`config.mk`:
```
export PLATFORM = sky130hd
export DESIGN_NAME = mdl_dmabe
export DESIGN_NICKNAME = d
export VERILOG_FILES = /design/src/rtl/mdl_dmabe_pkg.sv /design/src/rtl/mdl_dmabe_cnt.sv /design/src/rtl/mdl_dmabe.sv
export SDC_FILE = /design/constraint.sdc
export NUM_CORES = 1
export LEC_CHECK = 0
export CAP_MARGIN = 20
export CELL_PAD_IN_SITES_DETAIL_PLACEMENT = 0
export CELL_PAD_IN_SITES_GLOBAL_PLACEMENT = 1
export CORE_UTILIZATION = 33
export DETAILED_ROUTE_END_ITERATION = 8
export PLACE_DENSITY = 0.74
export SLEW_MARGIN = 30
export SYNTH_ARGS = -nofsm -noshare
export SYNTH_HDL_FRONTEND = slang
export SYNTH_HIERARCHICAL = 1
export SYNTH_SLANG_ARGS = --single-unit
```
`constraint.sdc`:
```
create_clock -name i_MCLK -period 2.8 [get_ports i_MCLK]
set_input_delay 0.56 -clock i_MCLK [delete_from_list [all_inputs] [get_ports i_MCLK]]
set_output_delay 0.56 -clock i_MCLK [all_outputs]
set_load 0.01 [all_outputs]
```
`src/rtl/mdl_dmabe_pkg.sv`:
```
// ---------------------------------------------------------------------------
// mdl_dmabe_pkg
// Shared definitions for the 005297 DMA backend: FSM state encoding, the
// ROT8 phase indices at which each bus event is decoded, and the transfer
// direction constants.
// ---------------------------------------------------------------------------
package mdl_dmabe_pkg;

    typedef enum logic [2:0] {
        ST_IDLE     = 3'd0,
        ST_ARM      = 3'd1,
        ST_WAIT_ACT = 3'd2,
        ST_XFER     = 3'd3,
        ST_DONE     = 3'd4
    } state_e;

    // Bit positions in the one-hot ROT8 ring.
    localparam int PH_ALD  = 0;  // address stable, word cycle begins
    localparam int PH_AS   = 3;  // AS falls (and DS on writes)
    localparam int PH_RDS  = 4;  // DS falls on reads
    localparam int PH_PUSH = 6;  // buffer push on reads
    localparam int PH_ADV  = 7;  // strobes rise, address/count advance

    localparam logic DIR_WRITE = 1'b0;  // buffer -> RAM
    localparam logic DIR_READ  = 1'b1;  // RAM -> buffer

endpackage

```
`src/rtl/mdl_dmabe_cnt.sv`:
```
// ---------------------------------------------------------------------------
// mdl_dmabe_cnt
// Word-address incrementer plus transfer-length down-counter.
//   i_MCLK, i_SYS_RST : clock, synchronous active-high reset
//   i_CE              : clock enable; reset is honoured only on enabled edges
//   i_LOAD            : capture i_START_ADDR / i_LEN
//   i_ADV             : address += 1 (mod 2^ADDR_W), count -= 1 (mod 2^CNT_W)
//   o_ADDR            : current word address
//   o_LAST            : the word in progress is the final one (count == 1)
// A length of 0 loads 0, which wraps on the first decrement and therefore
// yields 2^CNT_W words before o_LAST is seen.
// ---------------------------------------------------------------------------
module mdl_dmabe_cnt #(
    parameter int ADDR_W = 23,
    parameter int CNT_W  = 10
) (
    input  logic              i_MCLK,
    input  logic              i_SYS_RST,
    input  logic              i_CE,
    input  logic              i_LOAD,
    input  logic [ADDR_W-1:0] i_START_ADDR,
    input  logic [CNT_W-1:0]  i_LEN,
    input  logic              i_ADV,
    output logic [ADDR_W-1:0] o_ADDR,
    output logic              o_LAST
);

    logic [ADDR_W-1:0] addr_q;
    logic [CNT_W-1:0]  cnt_q;

    // NOTE: sequential state uses non-blocking assignments so every register
    // samples pre-edge values regardless of statement order.
    always_ff @(posedge i_MCLK) begin
        if (i_CE) begin
            if (i_SYS_RST) begin
                addr_q <= '0;
                cnt_q  <= '0;
            end else if (i_LOAD) begin
                addr_q <= i_START_ADDR;
                cnt_q  <= i_LEN;
            end else if (i_ADV) begin
                addr_q <= addr_q + ADDR_W'(1);
                cnt_q  <= cnt_q - CNT_W'(1);
            end
        end
    end

    assign o_ADDR = addr_q;
    assign o_LAST = (cnt_q == CNT_W'(1));

endmodule

```
`src/rtl/mdl_dmabe.sv`:
```
// ---------------------------------------------------------------------------
// mdl_dmabe
// DMA backend for the 005297 bus-master path. Requests the bus from the
// frontend, then runs one 68000 word cycle per ROT8 rotation while granted.
//   i_MCLK, i_SYS_RST      : clock, synchronous active-high reset
//   i_CLK4M_PCEN_n         : active-low clock enable (gates reset as well)
//   i_ROT8                 : one-hot phase ring
//   i_DMA_ACT, i_ALD_EN    : bus grant / address-drive enable from frontend
//   i_REQ, i_DIR, i_START_ADDR, i_XFER_LEN : block request from page buffer
//   o_BR_START_n, o_DMA_END: handshake to frontend
//   o_ADDR, o_ADDR_OE, o_AS_n, o_DS_n, o_RW : 68000 bus drive
//   o_BUF_POP, o_BUF_PUSH  : page-buffer strobes
//   o_BUSY                 : not idle
// Every output is a register whose next value is decoded from the next
// state and the current ROT8 phase, giving a fixed one-enable latency and
// letting an abort release the strobes on the very next enabled edge.
// ---------------------------------------------------------------------------
module mdl_dmabe
    import mdl_dmabe_pkg::*;
#(
    parameter int ADDR_W = 23,
    parameter int CNT_W  = 10
) (
    input  logic              i_MCLK,
    input  logic              i_SYS_RST,
    input  logic              i_CLK4M_PCEN_n,
    input  logic [7:0]        i_ROT8,
    input  logic              i_DMA_ACT,
    input  logic              i_ALD_EN,
    input  logic              i_REQ,
    input  logic              i_DIR,
    input  logic [ADDR_W-1:0] i_START_ADDR,
    input  logic [CNT_W-1:0]  i_XFER_LEN,
    output logic              o_BR_START_n,
    output logic              o_DMA_END,
    output logic [ADDR_W-1:0] o_ADDR,
    output logic              o_ADDR_OE,
    output logic              o_AS_n,
    output logic              o_DS_n,
    output logic              o_RW,
    output logic              o_BUF_POP,
    output logic              o_BUF_PUSH,
    output logic              o_BUSY
);

    logic   ce;
    state_e state_q, state_d;
    logic   dir_q;
    logic   word_q, word_d;   // a word cycle has begun (ROT8[0] seen in XFER)
    logic   act_q;            // previous i_DMA_ACT, for the WAIT_ACT abort edge
    logic   load, adv, last;

    logic   br_start_n_q, br_start_n_d;
    logic   dma_end_q, dma_end_d;
    logic   addr_oe_q, addr_oe_d;
    logic   as_n_q, as_n_d;
    logic   ds_n_q, ds_n_d;
    logic   rw_q, rw_d;
    logic   pop_q, pop_d;
    logic   push_q, push_d;
    logic   busy_q, busy_d;

    logic   xfer_d, in_word, as_win, rds_win;
    logic   unused_rot;

    assign ce   = ~i_CLK4M_PCEN_n;
    assign load = (state_q == ST_IDLE) & i_REQ;
    // Abort (DMA_ACT low) suppresses the advance so the last-word phase can
    // never reach DONE when the grant drops in the same cycle.
    assign adv  = (state_q == ST_XFER) & word_q & i_DMA_ACT & i_ROT8[PH_ADV];

    // Phases 1 and 2 carry no bus event.
    assign unused_rot = ^i_ROT8[PH_AS-1:PH_ALD+1];

    mdl_dmabe_cnt #(
        .ADDR_W (ADDR_W),
        .CNT_W  (CNT_W)
    ) u_cnt (
        .i_MCLK       (i_MCLK),
        .i_SYS_RST    (i_SYS_RST),
        .i_CE         (ce),
        .i_LOAD       (load),
        .i_START_ADDR (i_START_ADDR),
        .i_LEN        (i_XFER_LEN),
        .i_ADV        (adv),
        .o_ADDR       (o_ADDR),
        .o_LAST       (last)
    );

    // Next-state logic.
    always_comb begin
        state_d = state_q;
        unique case (state_q)
            ST_IDLE:     if (i_REQ) state_d = ST_ARM;
            ST_ARM:      state_d = ST_WAIT_ACT;
            ST_WAIT_ACT: begin
                if (i_DMA_ACT)  state_d = ST_XFER;
                else if (act_q) state_d = ST_IDLE;
            end
            ST_XFER: begin
                if (!i_DMA_ACT)       state_d = ST_IDLE;
                else if (adv && last) state_d = ST_DONE;
            end
            ST_DONE:     if (!i_DMA_ACT) state_d = ST_IDLE;
            default:     state_d = ST_IDLE;
        endcase
    end

    // Output decode from next state and the current ROT8 phase.
    always_comb begin
        xfer_d  = (state_d == ST_XFER);
        word_d  = xfer_d & (word_q | ((state_q == ST_XFER) & i_ROT8[PH_ALD]));
        in_word = xfer_d & word_q;
        as_win  = |i_ROT8[PH_ADV-1:PH_AS];
        rds_win = |i_ROT8[PH_ADV-1:PH_RDS];

        br_start_n_d = (state_d != ST_ARM);
        dma_end_d    = (state_d == ST_DONE);
        busy_d       = (state_d != ST_IDLE);
        addr_oe_d    = xfer_d & i_ALD_EN;
        rw_d         = xfer_d ? dir_q : 1'b1;
        as_n_d       = ~(in_word & as_win);
        ds_n_d       = ~(in_word & ((dir_q == DIR_WRITE) ? as_win : rds_win));
        pop_d        = in_word & (dir_q == DIR_WRITE) & i_ROT8[PH_AS];
        push_d       = in_word & (dir_q == DIR_READ) & i_ROT8[PH_PUSH];
    end

    always_ff @(posedge i_MCLK) begin
        if (ce) begin
            if (i_SYS_RST) begin
                state_q      <= ST_IDLE;
                dir_q        <= DIR_WRITE;
                word_q       <= 1'b0;
                act_q        <= 1'b0;
                br_start_n_q <= 1'b1;
                dma_end_q    <= 1'b0;
                addr_oe_q    <= 1'b0;
                as_n_q       <= 1'b1;
                ds_n_q       <= 1'b1;
                rw_q         <= 1'b1;
                pop_q        <= 1'b0;
                push_q       <= 1'b0;
                busy_q       <= 1'b0;
            end else begin
                state_q      <= state_d;
                if (load) dir_q <= i_DIR;
                word_q       <= word_d;
                act_q        <= i_DMA_ACT;
                br_start_n_q <= br_start_n_d;
                dma_end_q    <= dma_end_d;
                addr_oe_q    <= addr_oe_d;
                as_n_q       <= as_n_d;
                ds_n_q       <= ds_n_d;
                rw_q         <= rw_d;
                pop_q        <= pop_d;
                push_q       <= push_d;
                busy_q       <= busy_d;
            end
        end
    end

    assign o_BR_START_n = br_start_n_q;
    assign o_DMA_END    = dma_end_q;
    assign o_ADDR_OE    = addr_oe_q;
    assign o_AS_n       = as_n_q;
    assign o_DS_n       = ds_n_q;
    assign o_RW         = rw_q;
    assign o_BUF_POP    = pop_q;
    assign o_BUF_PUSH   = push_q;
    assign o_BUSY       = busy_q;

endmodule

```
==> metrics <==
status=finished, final reports clean; ant diodes=0; GRT Util Overall=15.98%; Final WS setup=0.5552 ns; Mapped Cells=302; syn_nets=353; crit path max fanout=32; Cell Rows=34; Boundary Pins=80; DRC viols=0; asr flop ratio synth=0%; Post-Synthesis Cell Area=2995 sq um; FF+latch count, synth=48; worst slew pin tran=0.5246 ns; Post-DRT Antenna Nets=0; area taken by flip-flops and latches=1441 sq um; Port Buffers=77; H-tree depth=2; CP Capture Type=flop; Bufs on Longest Clock Path=2; Routed WL per cell=15.14 um; CTS tree=yes; final hold violation count=0; setup violators final=0; MaxCap Viol Count=0; gr ovfl total=0; fill count=884; DRT Pass-1 Iters=5; mean post-synth cell area=9.918 sq um; CTS Root Cell=clkbuf_8; type of origin of the critical path=input pin; Horiz. Die Dim=97.27 um; Leak=0.001363 uW; clock slew at the register clock pins of the worst setup and hold paths=0.09 ns; Seq/Total Area, Yosys=48.12%; worst rel slew slack=64.76%; worst endpoint required time=2.92 ns; Final Max Tran Viols=0; pin count of the biggest net entering global routing=39; Setup Fix Bufs, Post-CTS=0; Post-CTS Resized=0; Pwr Density=401.8 nW/um^2; first-pass GRT wire length=12230 um; RSZ-0062 raised after global routing=no; area of the multi-input gates=1445 sq um; Initial Utilization=34.18%; Main synth FF type=edfxtp_1; Distinct cells, synth=52; TNS Setup=0 ns; Final #Nets=432; core area=8763 sq um; Post-DP HPWL=5211 um; hold buffers post-CTS=0; fmax=445.5 MHz; pre-CTS WS=0.2334 ns; Via density=5.294; Hold WC Path Type=flop to flop; share of cells above drive strength 1=7.592%; total CTS buffers=5; area grow syn2layout=33.46%; Clock Skews=0.006341 ns; Placer Congestion=0.7719; worst skew pair latency=0.30 ns; DRT iter0 DRCs=172; Die ar.=9461 sq um; final WL=7419 um; crit path kind=input pin to flop; via count=2594; Min Clock Period, post-route=2.245 ns; EDFF count, synth=48; number of global-route vias before repair=2524; warnings from Yosys=6; CTS Sinks=48; Arr. time, crit path=2.36 ns; Tcrit/Tclk final=80.17%; VDD IR max=191.9 uV; initial antenna violation count=0; Die Span Y=97.27 um
==> kinds of logic (layout without fill, tap and decap cells) <==
kind of cell,after synthesis,in the layout,synth area share (%)
flip-flops,48,48,48.12
adder cells (fa/ha/maj),3,3,1.253
AO/OA/AOI/OAI,53,53,12.32
AND/OR/NAND/NOR,145,145,25.98
XOR/XNOR,16,16,4.678
multiplexers,11,11,3.759
buffers and inverters,26,106,3.885
==> flip-flops by register name (all words and copies together) (netlist names) <==
register and cells:
u_cnt/o_ADDR 23, u_cnt/cnt_q 10, state_q 3, act_q 1, dir_q 1, o_ADDR_OE 1, o_AS_n 1, o_BR_START_n 1
o_BUF_POP 1, o_BUF_PUSH 1, o_BUSY 1, o_DMA_END 1, o_DS_n 1, o_RW 1, word_q 1
==> cell type report <==
type	instances	share of cell area, %
flip-flops and latches	48	36.06
clock buffers	7	1.909
multi-input cells	228	36.15
well taps	108	3.380
repair buffers	86	21.28
inverters	12	1.127
clock inverters	1	0.09390
==> cell usage in the layout, fill, tap and decap left out, types with 9 or more instances in the layout <==
cell | Yosys | routed
and3_1 | 9 | 9
a21oi_1 | 10 | 10
xor2_1 | 10 | 10
edfxtp_1 | 48 | 48
a211oi_1 | 11 | 11
nor3_1 | 10 | 10
mux2i_1 | 9 | 9
nand2_1 | 29 | 29
nor2b_1 | 9 | 9
clkdlybuf4s50_1 | 0 | 77
nand3_1 | 10 | 10
inv_1 | 12 | 12
nor2_1 | 38 | 38
o21ai_0 | 9 | 9
==> per-stage QoR <==
step	power (uW)	cells	util (%)	area [sq um]	hold slack, ns
finish	1606	490	45.62	3998	0.6296
global route	1680	490	45.62	3998	0.6469
CTS	1633	490	45.62	3998	0.6119
detailed placement	1221	482	44.70	3918	0.5903
global placement	1215	482	44.70	3918	0.5866
floorplan	1055	302	-	2997	0.5628
==> synth_stat cells, types with 2 or more instances <==
| cell type | instances | area (sq um) |
|---|---|---|
| nor3_1 | 10 | 50.05 |
| and3_1 | 9 | 56.30 |
| nand3_1 | 10 | 50.05 |
| a31oi_1 | 3 | 18.77 |
| a22oi_1 | 2 | 15.01 |
| xor2_1 | 10 | 87.58 |
| edfxtp_1 | 48 | 1441 |
| ha_1 | 3 | 37.54 |
| nand2_1 | 29 | 108.9 |
| nor4_1 | 8 | 50.05 |
| nand4_1 | 8 | 50.05 |
| a311oi_1 | 3 | 26.28 |
| mux2_2 | 2 | 22.52 |
| nand3b_1 | 3 | 22.52 |
| inv_1 | 12 | 45.04 |
| clkbuf_1 | 7 | 26.28 |
| o211a_1 | 2 | 20.02 |
| buf_1 | 4 | 15.01 |
| or3_1 | 4 | 25.02 |
| mux2i_1 | 9 | 90.09 |
| o211ai_1 | 5 | 37.54 |
| a21oi_1 | 10 | 50.05 |
| buf_6 | 2 | 22.52 |
| o21ai_0 | 9 | 45.04 |
| nor2b_1 | 9 | 56.30 |
| xnor2_1 | 6 | 52.55 |
| nor4b_1 | 3 | 26.28 |
| nor2_1 | 38 | 142.6 |
| a211oi_1 | 11 | 82.58 |
==> power breakdown <==
part / internal, uW / switching [uW] / total (uW) / leakage (uW)
sequential: 843 / 51.1 / 894 / 0.000461
combinational: 169 / 141 / 310 / 0.000862
clock: 175 / 228 / 403 / 0.0000399
total: 1190 / 420 / 1610 / 0.00136
==> per-layer routing <==
metal	GRT usage, %	up-vias	routed length (um)
met3	3.669	6	322
li1	-	1294	-
met5	0	-	0
met4	3.959	0	69
met2	26.71	67	3494
met1	20.96	1227	3531
==> critical path: stages <==
cell,delay (ns)
clkdlybuf4s50_1,0.52
nor4b_2,0.27
buf_4,0.38
nor4_1,0.12
mux2_2,0.28
nor4b_1,0.23
==> worst paths after layout <==
kind,start,to,slack (ns),cells past startpoint
setup reg to reg,u_cnt/cnt_q[6],o_BUSY,0.57,7
hold / removal,dir_q,o_RW,0.63,1
setup / recovery,i_REQ,u_cnt/o_ADDR[22],0.56,6
hold reg to reg,dir_q,o_RW,0.63,1
No activity file was read; power rests on OpenSTA's default activity.
